===== src/rtl/lcd_timing_ctrl.sv =====
// LCD timing controller: divides the system clock into pixel periods, walks a
// raster of active/porch/sync regions, and emits registered sync, data-enable,
// coordinate and fetch strobes. A DRAIN phase lets the current frame finish
// cleanly after the run request is withdrawn.
module lcd_timing_ctrl #(
  parameter int DIV      = 6,
  parameter int H_ACTIVE = 480,
  parameter int H_FP     = 2,
  parameter int H_SYNC   = 41,
  parameter int H_BP     = 2,
  parameter int V_ACTIVE = 272,
  parameter int V_FP     = 2,
  parameter int V_SYNC   = 10,
  parameter int V_BP     = 2
) (
  input  logic       Clk,
  input  logic       Reset,
  input  logic       enable,
  output logic       pixel_en,
  output logic       pix_tick,
  output logic       fetch_req,
  output logic       de,
  output logic       hsync_n,
  output logic       vsync_n,
  output logic [8:0] x,
  output logic [8:0] y,
  output logic       frame_start,
  output logic       busy
);

  localparam int H_TOTAL   = H_ACTIVE + H_FP + H_SYNC + H_BP;
  localparam int V_TOTAL   = V_ACTIVE + V_FP + V_SYNC + V_BP;
  localparam int HW        = (H_TOTAL > 1) ? $clog2(H_TOTAL) : 1;
  localparam int VW        = (V_TOTAL > 1) ? $clog2(V_TOTAL) : 1;
  localparam int TW        = (DIV > 1) ? $clog2(DIV) : 1;
  localparam int H_SYNC_LO = H_ACTIVE + H_FP;
  localparam int H_SYNC_HI = H_SYNC_LO + H_SYNC;
  localparam int V_SYNC_LO = V_ACTIVE + V_FP;
  localparam int V_SYNC_HI = V_SYNC_LO + V_SYNC;

  typedef enum logic [1:0] {
    S_IDLE  = 2'd0,
    S_START = 2'd1,
    S_RUN   = 2'd2,
    S_DRAIN = 2'd3
  } state_e;

  state_e          state_q, state_d;
  logic [TW-1:0]   start_cnt_q, start_cnt_d;
  logic [TW-1:0]   tick_cnt_q, tick_cnt_d;
  logic [HW-1:0]   h_cnt_q, h_cnt_d;
  logic [VW-1:0]   v_cnt_q, v_cnt_d;
  logic            first_q, first_d;

  logic            pixel_en_q, pixel_en_d;
  logic            pix_tick_q, pix_tick_d;
  logic            fetch_req_q, fetch_req_d;
  logic            de_q, de_d;
  logic            hsync_n_q, hsync_n_d;
  logic            vsync_n_q, vsync_n_d;
  logic [8:0]      x_q, x_d;
  logic [8:0]      y_q, y_d;
  logic            frame_start_q, frame_start_d;
  logic            busy_q, busy_d;

  logic            h_wrap, v_wrap, last_pix;
  logic [HW-1:0]   h_adv, nxt_h;
  logic [VW-1:0]   v_adv, nxt_v;
  logic            nxt_active;
  logic            period_end, fetch_due, frame_done;

  function automatic logic in_range(input int val, input int lo, input int hi);
    return (val >= lo) && (val < hi);
  endfunction

  // Pixel that the next tick enters; the very first tick of a run enters
  // (0,0) itself rather than advancing past it.
  assign h_wrap     = (h_cnt_q == HW'(H_TOTAL - 1));
  assign v_wrap     = (v_cnt_q == VW'(V_TOTAL - 1));
  assign last_pix   = h_wrap && v_wrap;
  assign h_adv      = h_wrap ? '0 : h_cnt_q + HW'(1);
  assign v_adv      = !h_wrap ? v_cnt_q : (v_wrap ? '0 : v_cnt_q + VW'(1));
  assign nxt_h      = first_q ? '0 : h_adv;
  assign nxt_v      = first_q ? '0 : v_adv;
  assign nxt_active = in_range(int'(nxt_h), 0, H_ACTIVE) && in_range(int'(nxt_v), 0, V_ACTIVE);

  assign period_end = (tick_cnt_q == TW'(DIV - 1));
  assign fetch_due  = (tick_cnt_q == TW'(DIV - 2));
  // A drain stops only once the last pixel of the frame has had its full
  // period and the run request is still absent.
  assign frame_done = (state_q == S_DRAIN) && !enable && last_pix && !first_q;

  // State and output registers, cleared asynchronously.
  // NOTE: sequential state uses non-blocking assignments so every register
  // samples the pre-edge values, independent of statement order.
  always_ff @(posedge Clk or posedge Reset) begin
    if (Reset) begin
      state_q       <= S_IDLE;
      start_cnt_q   <= '0;
      tick_cnt_q    <= '0;
      h_cnt_q       <= '0;
      v_cnt_q       <= '0;
      first_q       <= 1'b0;
      pixel_en_q    <= 1'b0;
      pix_tick_q    <= 1'b0;
      fetch_req_q   <= 1'b0;
      de_q          <= 1'b0;
      hsync_n_q     <= 1'b1;
      vsync_n_q     <= 1'b1;
      x_q           <= '0;
      y_q           <= '0;
      frame_start_q <= 1'b0;
      busy_q        <= 1'b0;
    end else begin
      state_q       <= state_d;
      start_cnt_q   <= start_cnt_d;
      tick_cnt_q    <= tick_cnt_d;
      h_cnt_q       <= h_cnt_d;
      v_cnt_q       <= v_cnt_d;
      first_q       <= first_d;
      pixel_en_q    <= pixel_en_d;
      pix_tick_q    <= pix_tick_d;
      fetch_req_q   <= fetch_req_d;
      de_q          <= de_d;
      hsync_n_q     <= hsync_n_d;
      vsync_n_q     <= vsync_n_d;
      x_q           <= x_d;
      y_q           <= y_d;
      frame_start_q <= frame_start_d;
      busy_q        <= busy_d;
    end
  end

  // Next-state and next-output logic for the run/drain sequencer.
  // NOTE: every signal gets a default before the case so no path leaves one
  // unassigned, which would otherwise infer a latch.
  always_comb begin
    state_d       = state_q;
    start_cnt_d   = start_cnt_q;
    tick_cnt_d    = tick_cnt_q;
    h_cnt_d       = h_cnt_q;
    v_cnt_d       = v_cnt_q;
    first_d       = first_q;
    pix_tick_d    = 1'b0;
    fetch_req_d   = 1'b0;
    frame_start_d = 1'b0;
    de_d          = de_q;
    hsync_n_d     = hsync_n_q;
    vsync_n_d     = vsync_n_q;
    x_d           = x_q;
    y_d           = y_q;

    unique case (state_q)
      S_IDLE: begin
        if (enable) begin
          state_d = S_START;
          first_d = 1'b1;
        end
      end

      S_START: begin
        if (!enable) begin
          state_d = S_IDLE;
        end else if (start_cnt_q == TW'(DIV - 1)) begin
          state_d     = S_RUN;
          start_cnt_d = '0;
        end else begin
          start_cnt_d = start_cnt_q + TW'(1);
        end
      end

      S_RUN, S_DRAIN: begin
        if ((state_q == S_RUN) && !enable) state_d = S_DRAIN;
        if ((state_q == S_DRAIN) && enable) state_d = S_RUN;

        if (period_end && frame_done) begin
          state_d = S_IDLE;
        end else if (period_end) begin
          tick_cnt_d    = '0;
          pix_tick_d    = 1'b1;
          h_cnt_d       = nxt_h;
          v_cnt_d       = nxt_v;
          first_d       = 1'b0;
          frame_start_d = (nxt_h == '0) && (nxt_v == '0);
          de_d          = nxt_active;
          x_d           = nxt_active ? 9'(nxt_h) : 9'd0;
          y_d           = nxt_active ? 9'(nxt_v) : 9'd0;
          hsync_n_d     = !in_range(int'(nxt_h), H_SYNC_LO, H_SYNC_HI);
          vsync_n_d     = !in_range(int'(nxt_v), V_SYNC_LO, V_SYNC_HI);
        end else begin
          tick_cnt_d  = tick_cnt_q + TW'(1);
          // No fetch for a pixel that a finishing drain will never show.
          fetch_req_d = fetch_due && nxt_active && !frame_done;
        end
      end

      default: state_d = S_IDLE;
    endcase

    // Anything heading to IDLE returns to the blank, counters-cleared picture.
    if (state_d == S_IDLE) begin
      start_cnt_d = '0;
      tick_cnt_d  = '0;
      h_cnt_d     = '0;
      v_cnt_d     = '0;
      first_d     = 1'b0;
      de_d        = 1'b0;
      x_d         = '0;
      y_d         = '0;
      hsync_n_d   = 1'b1;
      vsync_n_d   = 1'b1;
    end

    pixel_en_d = (state_d != S_IDLE);
    busy_d     = (state_d != S_IDLE);
  end

  assign pixel_en    = pixel_en_q;
  assign pix_tick    = pix_tick_q;
  assign fetch_req   = fetch_req_q;
  assign de          = de_q;
  assign hsync_n     = hsync_n_q;
  assign vsync_n     = vsync_n_q;
  assign x           = x_q;
  assign y           = y_q;
  assign frame_start = frame_start_q;
  assign busy        = busy_q;

endmodule

===== config.mk =====
export PLATFORM = sky130hd
export DESIGN_NAME = lcd_timing_ctrl
export DESIGN_NICKNAME = d
export VERILOG_FILES = /design/src/rtl/lcd_timing_ctrl.sv
export SDC_FILE = /design/constraint.sdc
export NUM_CORES = 1
export LEC_CHECK = 0
export ABC_AREA = 1
export BUFFER_PORTS_ARGS = -buffer_cell sky130_fd_sc_hd__buf_2
export CORE_MARGIN = 1
export CORE_UTILIZATION = 45
export CTS_BUF_LIST = sky130_fd_sc_hd__clkbuf_2 sky130_fd_sc_hd__clkbuf_4 sky130_fd_sc_hd__clkbuf_8
export DETAILED_ROUTE_END_ITERATION = 8
export PLACE_DENSITY = 0.62
export SLEW_MARGIN = 20
export SYNTH_ARGS = -nofsm -noshare
export SYNTH_HDL_FRONTEND = slang
export SYNTH_SLANG_ARGS = --single-unit

===== constraint.sdc =====
create_clock -name Clk -period 2.5 [get_ports Clk]
set_clock_uncertainty 0.1 [all_clocks]
set_input_delay 0.5 -clock Clk [delete_from_list [all_inputs] [get_ports Clk]]
set_output_delay 0.5 -clock Clk [all_outputs]
set_load 0.01 [all_outputs]

======== After elaboration in Yosys (flattened, before gate mapping) ========
Cells that the tools add are included.
cells by class
  add/subtract/negate cells ............... 4
  $mul .................................... 0
  divide/modulo/power cells ............... 0
  order comparisons ....................... 6
  eq/ne operators ......................... 12
  shift operators ......................... 0
  mux-type cells .......................... 64
  bitwise gates (word level) .............. 0
  reductions and logical operators ........ 33
operators by type and width
  kind                                                                 number
  two-way mux 9 bit                                                    17
  two-way mux 10 bit                                                   6
  two-way mux 1 bit                                                    25
  two-way mux 3 bit                                                    8
  < comparator 9 bit (second input constant)                           2
  logical AND 1 bit                                                    13
  two-way mux 2 bit                                                    6
  adder 10 x 1 -> 10 bit (second input constant)                       1
  == test 10 bit (second input constant)                               1
  greater-or-equal comparator 10 x 9 -> 1 bit (second input constant)  1
  logical NOT 10 bit                                                   1
  < comparator 10 bit (second input constant)                          1
  < comparator 10 x 9 -> 1 bit (second input constant)                 1
  nonzero test 2 bit                                                   5
  adder 9 x 1 -> 9 bit (second input constant)                         1
  == test 3 bit (second input constant)                                3
  == test 9 bit (second input constant)                                1
  greater-or-equal comparator 9 bit (second input constant)            1
  logical NOT 9 bit                                                    1
  != test 3 bit (second input constant)                                3
  adder 3 x 1 -> 3 bit (second input constant)                         2
  one-hot mux 2 bit (3 select lines)                                   1
  logical NOT 1 bit                                                    5
  == test 2 bit (second input constant)                                2
  9 further kinds                                                      11
word-level totals
  flip-flop bits (word level) ............. 53
  bits in latches ......................... 0
  memory bits (writable) .................. 0
  memory bits (read-only) ................. 0
  input port bits ......................... 3
  output and inout port bits .............. 26
  logic and storage cells ................. 134
  memories kept ........................... 0

======== Logic depth before layout (Yosys ltp) ========
  word-level depth ........................ 11
  mapped depth ............................ 15

======== Worst setup path before layout ========
OpenSTA, ideal clock, no wires.
  path type ............................... flip-flop to flip-flop
  from .................................... reg h_cnt_q[0]
  to ...................................... reg de_q, in the netlist de
  data arrival time ....................... 1757 ps
  data required time ...................... 2283 ps
  setup slack ............................. 526 ps
  stages on the path, launching flop included .. 15
  clock period less this slack ............ 1974 ps
  cells stage by stage .................... dfrtp_1 -> inv_1 -> ha_1 -> nand2_1 -> inv_1 -> nand3_2 -> nor2_4 -> nand3_2 -> nand2_1 -> nand3b_4 -> nor2_8 -> nor2_8 -> buf_6 -> nand2_1 -> nand2_1
on the way
  word-level cells in the longest chain between the ends .. 10
  elaborated cells between the ends (all ways) .. 24
  classes of those cells .................. add/sub (1); order compare (2); eq/ne (2); mux (10); reduce/logical (9)
ends and longest elaborated chain
  item                                                                    RTL line  text
  from (decl)                                                             51        logic [HW-1:0] h_cnt_q, h_cnt_d;
  from (signal assigned)                                                  118       h_cnt_q <= h_cnt_d;
  == test 10 bit (*)                                                      78        assign h_wrap = (h_cnt_q == HW'(H_TOTAL - 1));
  logical AND 1 bit (*)                                                   80        assign last_pix = h_wrap && v_wrap;
  logical AND 1 bit (*) (2 in a row)                                      91        assign frame_done = (state_q == S_DRAIN) && !enable && last_pix && !first_q;
  logical AND 1 bit (*)                                                   176       if (period_end && frame_done) begin
  two-way mux 2 bit (*)                                                   176
  one-hot mux 2 bit (3 select lines) (*)                                  153       unique case (state_q)
  net state_d[0]                                                          48        state_e state_q, state_d;
  logical NOT 2 bit (*)                                                   201       if (state_d == S_IDLE) begin
  != test 2 x 1 -> 1 bit (no line) or nonzero test 2 bit (tied branches)  n/a
  AND reduction 3 bit (no line)                                           n/a
  to (signal assigned)                                                    107       de_q <= 1'b0;
  to (signal assigned)                                                    124       de_q <= de_d;
  to (decl)                                                               58        logic de_q, de_d;
Mark *: on every way through the listed nets, which the timed path passes. The rest lies on a longest branch. The select of a mux whose other input is x is not followed.
A chain may end at the register's enable or synchronous reset.

======== Worst setup path after layout ========
  from .................................... reg h_cnt_q[0]
  to ...................................... reg v_cnt_q[8]
on the way
  word-level cells in the longest chain between the ends .. 10
  elaborated cells between the ends (all ways) .. 18
  classes of those cells .................. eq/ne (2); mux (8); reduce/logical (8)
ends and longest elaborated chain
  item                                                                    RTL line  text
  == test 10 bit (*)                                                      78
  logical AND 1 bit                                                       80
  logical AND 1 bit (2 in a row)                                          91
  logical AND 1 bit                                                       176
  two-way mux 2 bit                                                       176
  one-hot mux 2 bit (3 select lines)                                      153
  logical NOT 2 bit                                                       201
  != test 2 x 1 -> 1 bit (no line) or nonzero test 2 bit (tied branches)  n/a
  AND reduction 3 bit (no line)                                           n/a
  to (signal assigned)                                                    119       v_cnt_q <= v_cnt_d;
  to (decl)                                                               52        logic [VW-1:0] v_cnt_q, v_cnt_d;
Mark *: on every way between the ends. The rest lies on a longest branch, timed or not. The select of a mux whose other input is x is not followed.

==> results.md <==
* Outcome: finished clean
* Vias at 2924
* Register area share after synthesis at a little over two fifths
* Clk Latency, worst-skew pair at 0.31 ns
* Mapped Nets at 444
* I/O pins at 29
* Post-synth ARST share at 100%
* Synth top area cells: dfrtp_1 40%, nand2_1 14%, nand3_1 9.6%
* Non-Filler Instances at 574
* Post-synth EDFFs at 0
* Total routed wirelength at 7.98 mm
* Hold-fix buffers at CTS at 0
* Final setup violating endpoints at 0
* Slew headroom at roughly 65%
* Diode count at 0
* Sink Count at 53
* Vias in the first global route at 2790
* Cells after Synth at around 440
* Pleak at 1.93 nW
* Synthesized area per cell at roughly 7.3 µm²
* Worst vdd ir at 308 µV
* Post-synthesis cell type count at 31
* CTS Buf Count at 5
* Final RePlAce weighted congestion at 0.827
* Clock Path Buffers at 2
* H-tree depth at 2
* Pre-CTS setup slack at 0.0926 ns
* Hold Crit Class: in2async
* FF+latch count, synth at 53
* Setup crit end kind: register
* DR iter-0 viols at 289
* Register-to-Register Path Depth at 14
* Worst path required time at 2.59 ns
* Die W at 86.1 µm
* Nets@finish at approximately 480
* Row cnt at 30
* Fmax at 0.428 GHz
* RSZ-0062 raised after global routing: false
* Clock slew at the register clock pins of the worst setup and hold paths at 0.10 ns
* Most common cell in the netlist: nand2_1
* Die ar. at 7410 µm²
* WS Path Type: reg2reg
* Final hold viol count at 0
* Synth warnings at 0
* Reg-to-reg slack, setup at 0.16 ns
* FF+latch area at 1330 µm²
* Startpoint class of the critical path: register
* Die height at 86.1 µm
* Crit share post-route at 93.4%
* Final Hold Slack at 0.105 ns
* Mapped cell area at 3180 µm²
* Initial core utilization at between 40 and 50%
* First-pass DRT Iterations at 6
* Setup_tns at 0 ns
* Drt via density at 5.09
* Final WS setup at between 0.15 and 0.2 ns
* Max-cap violations at 0
* Port bufs at 28
* Root buf cell: clkbuf_8
* Top_reg_cell synth: dfrtp_1
* CTS tree: yes
* Post-synth top area share at 40.1%
* Commonest cells in the netlist: 121 x nand2_1, 61 x nand3_1, 58 x nor2_1
* GRT overflow at 0
* PwrDens at 461 nW/µm²
* Worst Path Arrival at between 2 and 2.5 ns
* Max FO, Critical Path at 15
* Core area at 6790 µm²
* Fill cells at 660
* Reg2reg end: v_cnt_q[8]
* DRC at 0
* Worst Tran Pin Value at a little over 0.5 ns
* Total GRT Usage at 22.6%
* Initial antenna violation count at 0
* Largest net degree at the start of global routing at 25
* HPWL after DPL at roughly 5.7 mm
* Reg-to-Reg Start: h_cnt_q[0]
* Layout area overhead at 13.8%
* Wirelength per Cell at between 10 and 15 µm
* Antenna-violating nets left at 0
* Area leader, netlist: dfrtp_1
* Layout cells sized above 1 at 18.0%
* Crit path time final at around 2.3 ns
* Dpl cells at 560
* Util after Layout at a little over half
* Area of the multi-input gates at 1580 µm²
* Slew Limit Fails at 0
* First-pass GRT wire length at 13.3 mm
[layout by cell type, fill, tap and decap left out, drive strengths merged]
master / count
inv: 56
bufinv: 1
nor2: 69
dfstp: 2
clkinv: 1
dfrtp: 51
nand3b: 1
nand3: 63
ha: 4
nand2: 131
a211oi: 1
xor2: 1
and3: 1
o21ai: 12
nor3: 6
or2: 1
o31ai: 1
clkbuf: 6
buf: 42
a21oi: 4
o21bai: 18
nand4: 6
[metrics by stage]
| step | power, mW | area [µm²] |
|---|---|---|
| after detailed placement | 1.06 | 3430 |
| after global routing | 1.73 | 3620 |
| after CTS | 1.65 | 3550 |
| final | 1.67 | 3620 |
| after global placement | 1.06 | 3430 |
| after floorplan | 1.02 | 3180 |
[repair_timing]
| item | in CTS | in global routing |
|---|---|---|
| buffers inserted | 0 | 3 |
| hold endpoints to repair | 0 | 0 |
| resized for setup | 0 | 7 |
| endpoints found under the setup margin | 0 | 34 |
[sequential cells by signal (all words and copies together), names as in the netlist]
register and flops:
frame_start 1, vsync_n 1, y 9, hsync_n 1, start_cnt_q 3, busy 1
state_q 2, v_cnt_q 9, x 9, tick_cnt_q 3, first_q 1, pix_tick 1
h_cnt_q 10, de 1, fetch_req 1
[layer usage]
| layer | vias up | track usage, % | wire [µm] |
|---|---|---|---|
| li1 | 1468 | - | - |
| met1 | 1384 | 33.8 | 3860 |
| met2 | 66 | 35.1 | 3630 |
| met3 | 6 | 3.46 | 431 |
| met4 | 0 | 4.09 | 58 |
| met5 | - | 0 | 0 |
[cell type report]
class | instances | share of cell area [%]
Clock inverter | 2 | 1.07
Inverter | 56 | 5.88
Clock buffer | 6 | 2.11
Multi-Input combinational cell | 319 | 43.8
Tap cell | 96 | 3.32
Timing Repair Buffer | 42 | 7.12
Sequential cell | 53 | 36.7
[worst max-delay path by stage]
stage | from | slack, ns | cells after the start | endpoint
floorplan | h_cnt_q[0] | 0.53 | 14 | de
global placement | h_cnt_q[0] | 0.12 | 14 | h_cnt_q[5]
detailed placement | h_cnt_q[0] | 0.09 | 14 | h_cnt_q[8]
CTS | h_cnt_q[0] | 0.06 | 14 | h_cnt_q[4]
global route | v_cnt_q[0] | 0.02 | 12 | x[2]
finish | h_cnt_q[0] | 0.16 | 14 | v_cnt_q[8]
[critical path: stages (launching register included)]
cell and delay [ns]:
dfrtp_2 0.45, inv_1 0.09, ha_2 0.21, nand2_1 0.06, inv_1 0.09, nand3_2 0.10, nor2_4 0.20, nand3_2 0.11
nand2_1 0.14, nand2_1 0.08, nor2_2 0.09, nand2_2 0.11, nand2_4 0.14, buf_12 0.16, o21bai_1 0.07
[where the power goes]
group	internal, mW	switching (mW)	total, mW
sequential	0.868	0.00966	0.877
clock	0.312	0.293	0.605
combinational	0.0523	0.134	0.186
[kinds of logic after synthesis]
family / count (synthesis) / share of synthesized area [%]
DFF: 53 / 41.8
adders and majority gates: 4 / 1.57
and+or+nand+nor: 275 / 39.2
buffers and inverters: 68 / 9.79
xor gates and xnor gates: 1 / 0.275
AOI/OAI and AO/OA: 36 / 7.36
Note: power is estimated with default switching activity, not from simulation.
